===== config.mk =====
export PLATFORM = sky130hd
export DESIGN_NAME = shift_add_mult_ctrl
export DESIGN_NICKNAME = d
export VERILOG_FILES = /design/src/rtl/shift_add_mult_ctrl.sv
export SDC_FILE = /design/constraint.sdc
export NUM_CORES = 1
export LEC_CHECK = 0
export BUFFER_PORTS_ARGS = -buffer_cell sky130_fd_sc_hd__buf_2
export CAP_MARGIN = 20
export CORE_ASPECT_RATIO = 1.25
export CORE_UTILIZATION = 45
export DETAILED_ROUTE_END_ITERATION = 10
export PLACE_DENSITY = 0.66
export SYNTH_ARGS = -nofsm -noshare
export SYNTH_HDL_FRONTEND = slang
export SYNTH_SLANG_ARGS = --single-unit

===== constraint.sdc =====
create_clock -name clk -period 4.6 [get_ports clk]
set_input_delay 0.92 -clock clk [delete_from_list [all_inputs] [get_ports clk]]
set_output_delay 0.92 -clock clk [all_outputs]
set_load 0.005 [all_outputs]

===== src/rtl/shift_add_mult_ctrl.sv =====
// Sequential shift-and-add unsigned multiplier: one shared ripple adder,
// one partial-product bit per cycle, with a start/busy/done handshake.
module shift_add_mult_ctrl #(
    parameter int WIDTH = 8
) (
    input  logic               clk,
    input  logic               rst,
    input  logic               start,
    input  logic [WIDTH-1:0]   a,
    input  logic [WIDTH-1:0]   b,
    output logic               busy,
    output logic               done,
    output logic [2*WIDTH-1:0] product
);

    localparam int CW = $clog2(WIDTH) + 1;

    localparam logic [1:0] S_IDLE = 2'd0;
    localparam logic [1:0] S_RUN  = 2'd1;
    localparam logic [1:0] S_DONE = 2'd2;

    logic [1:0]         state_q, state_d;
    logic [WIDTH-1:0]   mcand_q, mcand_d;
    logic [WIDTH-1:0]   acc_q, acc_d;
    logic [WIDTH-1:0]   mq_q, mq_d;
    logic [CW-1:0]      count_q, count_d;
    logic               busy_q, busy_d;
    logic               done_q, done_d;
    logic [2*WIDTH-1:0] product_q, product_d;

    logic [WIDTH:0]     carry;
    logic [WIDTH-1:0]   addend;
    logic [WIDTH-1:0]   sum;

    assign carry[0] = 1'b0;
    assign addend   = mq_q[0] ? mcand_q : '0;

    for (genvar i = 0; i < WIDTH; i++) begin : g_fa
        full_Adder u_fa (
            .in1  (acc_q[i]),
            .in2  (addend[i]),
            .cin  (carry[i]),
            .sum  (sum[i]),
            .cout (carry[i+1])
        );
    end

    always_comb begin
        state_d   = state_q;
        mcand_d   = mcand_q;
        acc_d     = acc_q;
        mq_d      = mq_q;
        count_d   = count_q;
        busy_d    = busy_q;
        done_d    = done_q;
        product_d = product_q;
        unique case (state_q)
            S_IDLE: begin
                if (start) begin
                    mcand_d   = a;
                    acc_d     = '0;
                    mq_d      = b;
                    count_d   = '0;
                    busy_d    = 1'b1;
                    product_d = '0;
                    state_d   = S_RUN;
                end
            end
            S_RUN: begin
                // Carry-out becomes the new accumulator MSB on every shift.
                {acc_d, mq_d} = {carry[WIDTH], sum, mq_q[WIDTH-1:1]};
                count_d       = count_q + CW'(1);
                if (count_q == CW'(WIDTH - 1)) begin
                    product_d = {carry[WIDTH], sum, mq_q[WIDTH-1:1]};
                    done_d    = 1'b1;
                    state_d   = S_DONE;
                end
            end
            S_DONE: begin
                done_d  = 1'b0;
                busy_d  = 1'b0;
                state_d = S_IDLE;
            end
            default: begin
                state_d = S_IDLE;
                busy_d  = 1'b0;
                done_d  = 1'b0;
            end
        endcase
    end

    always_ff @(posedge clk) begin
        if (rst) begin
            state_q   <= S_IDLE;
            mcand_q   <= '0;
            acc_q     <= '0;
            mq_q      <= '0;
            count_q   <= '0;
            busy_q    <= 1'b0;
            done_q    <= 1'b0;
            product_q <= '0;
        end else begin
            state_q   <= state_d;
            mcand_q   <= mcand_d;
            acc_q     <= acc_d;
            mq_q      <= mq_d;
            count_q   <= count_d;
            busy_q    <= busy_d;
            done_q    <= done_d;
            product_q <= product_d;
        end
    end

    assign busy    = busy_q;
    assign done    = done_q;
    assign product = product_q;

endmodule

// One-bit full adder cell used to build the shared ripple-carry adder.
module full_Adder (
    input  logic in1,
    input  logic in2,
    input  logic cin,
    output logic sum,
    output logic cout
);

    assign sum  = in1 ^ in2 ^ cin;
    assign cout = (in1 & in2) | (cin & (in1 ^ in2));

endmodule


# == Word-level counts from Yosys, hierarchy flattened ==
# Cells that the tools add are included.
# classes
add_sub_neg,1
n_eq_ne,4
n_mux,17
bitwise,39
reduce_logical,8
# op_table
operator,n
$mux W16,2
$pmux W16 S2,1
$pmux W8 S2,2
$mux W8,3
$and A1 B1 Y1,15
$xor A1 B1 Y1,15
$reduce_and A2 Y1,5
$pmux W4 S2,1
$or A1 B1 Y1,7
$add A4 B1 Y4 const B,1
$eq A4 B3 Y1 const B,1
$mux W2,2
$mux W4,1
$ne A2 B2 Y1 const B,2
$pmux W1 S2,2
$pmux W2 S2,1
$reduce_and A3 Y1,1
$eq A2 B1 Y1 const B,1
$logic_not A2 Y1,1
$mux W1,2
$not A1 Y1,2
$reduce_bool A2 Y1,1
# totals
register_bits,48
inputBits,19

# == Logic depth before layout (Yosys ltp) ==
# depth
depth_word,18
depth_mapped,14

# == Hierarchy ==
# A second synthesis with hierarchy kept.
# hier_totals
hier_cells,212
area_unflattened_um2,2112.0
# by_module_without_submodules
module,n_inst,cells_per_inst,area_per_inst_um2
shift_add_mult_ctrl,1,204,1951.9
full_Adder,8,1,20.0

# == Worst setup path after synthesis ==
# OpenSTA, ideal clock, no wires.
# synth_path
kind,register to register
startpoint,register mq_q[0]
endpoint,register acc_q[6]
arrival_ns,3.568
t_required_ns,4.472
path_slack_ns,0.904
stages_incl_launch_ff,15
path_buffers,1
synth_period_minus_slack_ns,3.696
path_cell_list,dfxtp_1 -> clkbuf_1 -> and2_1 -> ha_1 -> inv_1 -> fa_1 -> fa_1 -> fa_1 -> fa_1 -> fa_1 -> inv_1 -> fa_1 -> fa_1 -> a22oi_1 -> nor2_1
# synth_via
elab_chain_len,16
word_cells_on_any_way,29
cone_classes,mux: 2; bitwise: 27
# synth_rtl
element,line_no,source
from (decl),25,"logic [WIDTH-1:0] mq_q, mq_d;"
from (signal assigned),106,mq_q <= mq_d;
$mux W8 (*),36,assign addend = mq_q[0] ? mcand_q : '0;
$and A1 B1 Y1 / $xor A1 B1 Y1 (equally long branches),130,assign cout = (in1 & in2) | (cin & (in1 ^ in2));
$and A1 B1 Y1,130,
$or A1 B1 Y1,130,
$and A1 B1 Y1,130,
$or A1 B1 Y1,130,
$and A1 B1 Y1,130,
$or A1 B1 Y1,130,
$and A1 B1 Y1,130,
$or A1 B1 Y1,130,
$and A1 B1 Y1,130,
$or A1 B1 Y1,130,
$and A1 B1 Y1,130,
$or A1 B1 Y1,130,
$xor A1 B1 Y1 (*),129,assign sum = in1 ^ in2 ^ cin;
$pmux W8 S2 (*),57,unique case (state_q)
to (signal assigned),96,acc_q <= '0;
to (signal assigned),105,acc_q <= acc_d;
to (decl),24,"logic [WIDTH-1:0] acc_q, acc_d;"
# Mark *: on every way between the ends. The rest lies on a longest branch, timed or not.
# A chain may end at the register's enable or synchronous reset.

# == Worst setup path in the final report ==
# Ends and elaborated chain as after synthesis.

==> results_dict.tcl <==
set metrics [dict create \
    syn_inst 222 \
    cap_violations 0 \
    p_total_mw 0.9222 \
    cts_made_buffers 5 \
    syn2layout_area_growth_pct 15.31 \
    initial_core_util_pct 47.65 \
    max_freq_ghz 0.2620 \
    cellPowerDensity_mw_per_mm2 373.6 \
    io_pins 37 \
    crit_start "mq_q[0]" \
    overflow 0 \
    tns_ns 0 \
    cts_resized 0 \
    grt_use_met3_pct 3.592 \
    worstPathMaxFanout 10 \
    core_area_sq_mm 0.004493 \
    whs_ns 0.4543 \
    synth_edf_count 0 \
    grt_use_met1_pct 21.07 \
    syn_nets 250 \
    vias 1630 \
    die_y_um 79.12 \
    cts_sinks 48 \
    hold_buffers 0 \
    slew_headroom_pct 51.85 \
    antenna_found_initial 0 \
    finalHoldViolCount 0 \
    worst_pin_slew_ns 0.7223 \
    yosys-top-cells-count "dfxtp_1 (48), a21oi_1 (29), nor2_1 (25), nand2_1 (22), inv_1 (14)" \
    yosys.area.top_type "dfxtp_1" \
    layout-drive-gt1-share_pct 28.29 \
    cpMostUsedCell "fa_1" \
    p_clk_share_pct 44.6 \
    dieArea_sq_mm 0.005039 \
    layout.cells.non_filler 309 \
    slowest_stage "dfxtp_1" \
    grt_pass1_vias 1522 \
    post_cts_buffers 0 \
    synth_area_sq_mm 0.002141 \
    drv_slew 0 \
    regToRegSetupSlack_ns 0.78 \
    p_leak_nw 1.024 \
    period_minus_slack_ns 3.817 \
    cp_data_arrival_time_ns 3.98 \
    p_int_mw 0.7297 \
    vias_per_cell 5.275 \
    clockBufferDepth 2 \
    drc 0 \
    async_flop_share_pct 0 \
    clk_pin_slew_ns 0.08 \
    period_share_pct 82.98 \
    required_ns 4.77 \
    synth-seq-area-share_pct 44.89 \
    setup_viol 0 \
    final_nets 278 \
    synth_area_leaders "dfxtp_1 (45%), a21oi_1 (6.8%), fa_1 (6.5%), a22o_2 (5.6%), nor2_1 (4.4%)" \
    ir_worst_vdd_uv 214.4 \
    worstHoldPathType "flop to flop" \
    swShare_pct 20.87 \
    comb_power_share_pct 7.3 \
    reg2reg_to "acc_q[6]" \
    yosysTopAreaCellShare_pct 44.89 \
    yosysUniqueCellTypes 35 \
    cts_tree "done" \
    status "completed" \
    top_usage_layer "met2" \
    place_inst 301 \
    crit_chain "and2_1, ha_1, inv_1, fa_1, fa_1, fa_1, fa_1, fa_1, inv_1, fa_1, fa_1, a22oi_1, nor2_1" \
    reg2reg_depth 13 \
    dp_slack_ns 0.7738 \
    post_drt_wl_per_cell_um 13.80 \
    grt_max_degree 37 \
    gp_congestion 0.7353 \
    fin_skew_ns 0.008244 \
    clk_latency_ns 0.30 \
    port_buffers 36 \
    ys_ff_latch 48 \
    fin_ws_ns 0.7830 \
    routed_wl_mm 4.263 \
    syn_avg_cell_area_sq_um 9.643 \
    cts_root_buf "clkbuf_8" \
    drtAntennaViolNets 0 \
    crit_type "flop to flop" \
    met2_usage_pct 32.87 \
    dp_hpwl_mm 2.954 \
    drt-initial-drc-count 80 \
    n_antenna_cell 0 \
    r2r-start "mq_q[0]" \
    endpoint_kind "flop" \
    row_count 27 \
    cp-start-kind "flop" \
    p_seq_share_pct 48.2 \
    grt_pass1_wl_mm 7.044 \
    grt_usage_pct 18.35 \
    htreeDepth 2 \
    endpoint "acc_q[6]" \
    firstDrtPassIters 4 \
    synthMostInstantiatedCell "dfxtp_1" \
    p_sw_mw 0.1925 \
    cpPeakStageDelay_ns 0.50 \
    synth_ff_type "dfxtp_1" \
    grt_setup_unrepaired "no" \
    yosysWarningCount 0 \
    die_w_um 63.69 \
]
-- worst min-delay path by stage --
stage	from	to	slack, ns	cells after the start
final	mcand_q[6]	mcand_q[6]	0.45	2
after global routing	mcand_q[2]	mcand_q[2]	0.47	2
after CTS	mcand_q[6]	mcand_q[6]	0.46	2
after detailed placement	mcand_q[6]	mcand_q[6]	0.45	2
after global placement	mcand_q[6]	mcand_q[6]	0.44	2
after floorplan	mcand_q[0]	mcand_q[0]	0.43	2
-- power by group through the flow --
stage / logic, mW / registers [mW] / clock network, mW
detailed placement: 0.0678 / 0.454 / 0
floorplan: 0.0586 / 0.446 / 0
finish: 0.0669 / 0.444 / 0.411
global placement: 0.0666 / 0.453 / 0
CTS: 0.0680 / 0.444 / 0.420
global route: 0.0760 / 0.447 / 0.437
-- stage by stage --
stage / cell area, sq um / util (%)
3_5_place_dp: 2310 / 51.41
5_1_grt: 2469 / 54.94
4_1_cts: 2469 / 54.94
6_report: 2469 / 54.94
2_1_floorplan: 2141 / -
3_3_place_gp: 2310 / 51.41
-- per-layer routing --
metal  wire length, um  vias to the layer above  share of wire, %
li1                  -                      829                 -
met1              1822                      770                43
met2              2257                       24                53
met3               133                        7               3.1
met4                50                        0               1.2
met5                 0                        -                 0
-- layout make-up --
cell class / instances / area, sq um
repair buffers: 37 / 187.7
flip-flops and latches: 48 / 960.9
multi-input cells: 144 / 1036
fillers: 409 / 2024
clock inverters: 3 / 90.09
well taps: 58 / 72.57
inverters: 14 / 52.55
clock buffers: 5 / 68.82
-- state kept, by name (all words and copies together), names as in the netlist --
register and flops:
product 16, acc_q 8, mcand_q 8, mq_q 8
count_q 4, state_q 2, busy 1, done 1
-- kinds of logic after synthesis --
group / share of synthesized area (%)
compound gates: 23.32
mux: 0.5260
buf+inv: 6.721
fa+ha+maj: 7.714
flops: 44.89
simple gates: 16.83
-- worst max-delay path, delay by kind of cell (launching register included) --
family                   cells  cell delay [ns]
AO/OA/AOI/OAI                1             0.18
adder cells (fa/ha/maj)      8             2.65
buffers and inverters        2             0.12
flip-flops                   1             0.50
AND/OR/NAND/NOR              2             0.23
-- placed cells by master (no fill, tap or decap), drive strengths merged --
cell / synthesis / final
a21oi: 29 / 29
nor3b: 7 / 7
nor2: 25 / 25
inv: 14 / 14
and4b: 1 / 1
nand2: 22 / 22
nor3: 3 / 3
mux2: 1 / 1
a22o: 12 / 12
a211oi: 2 / 2
o21bai: 1 / 1
buf: 11 / 37
ha: 2 / 2
dfxtp: 48 / 48
o22a: 2 / 2
fa: 7 / 7
o211a: 1 / 1
bufinv: 0 / 3
o221a: 7 / 7
and2: 3 / 3
nor2b: 1 / 1
nand3b: 1 / 1
or3b: 1 / 1
o31ai: 1 / 1
nand4: 1 / 1
o21ba: 1 / 1
a22oi: 4 / 4
and2b: 1 / 1
nand2b: 4 / 4
a32o: 4 / 4
clkbuf: 5 / 5
Note: power is estimated with default switching activity, not from simulation.
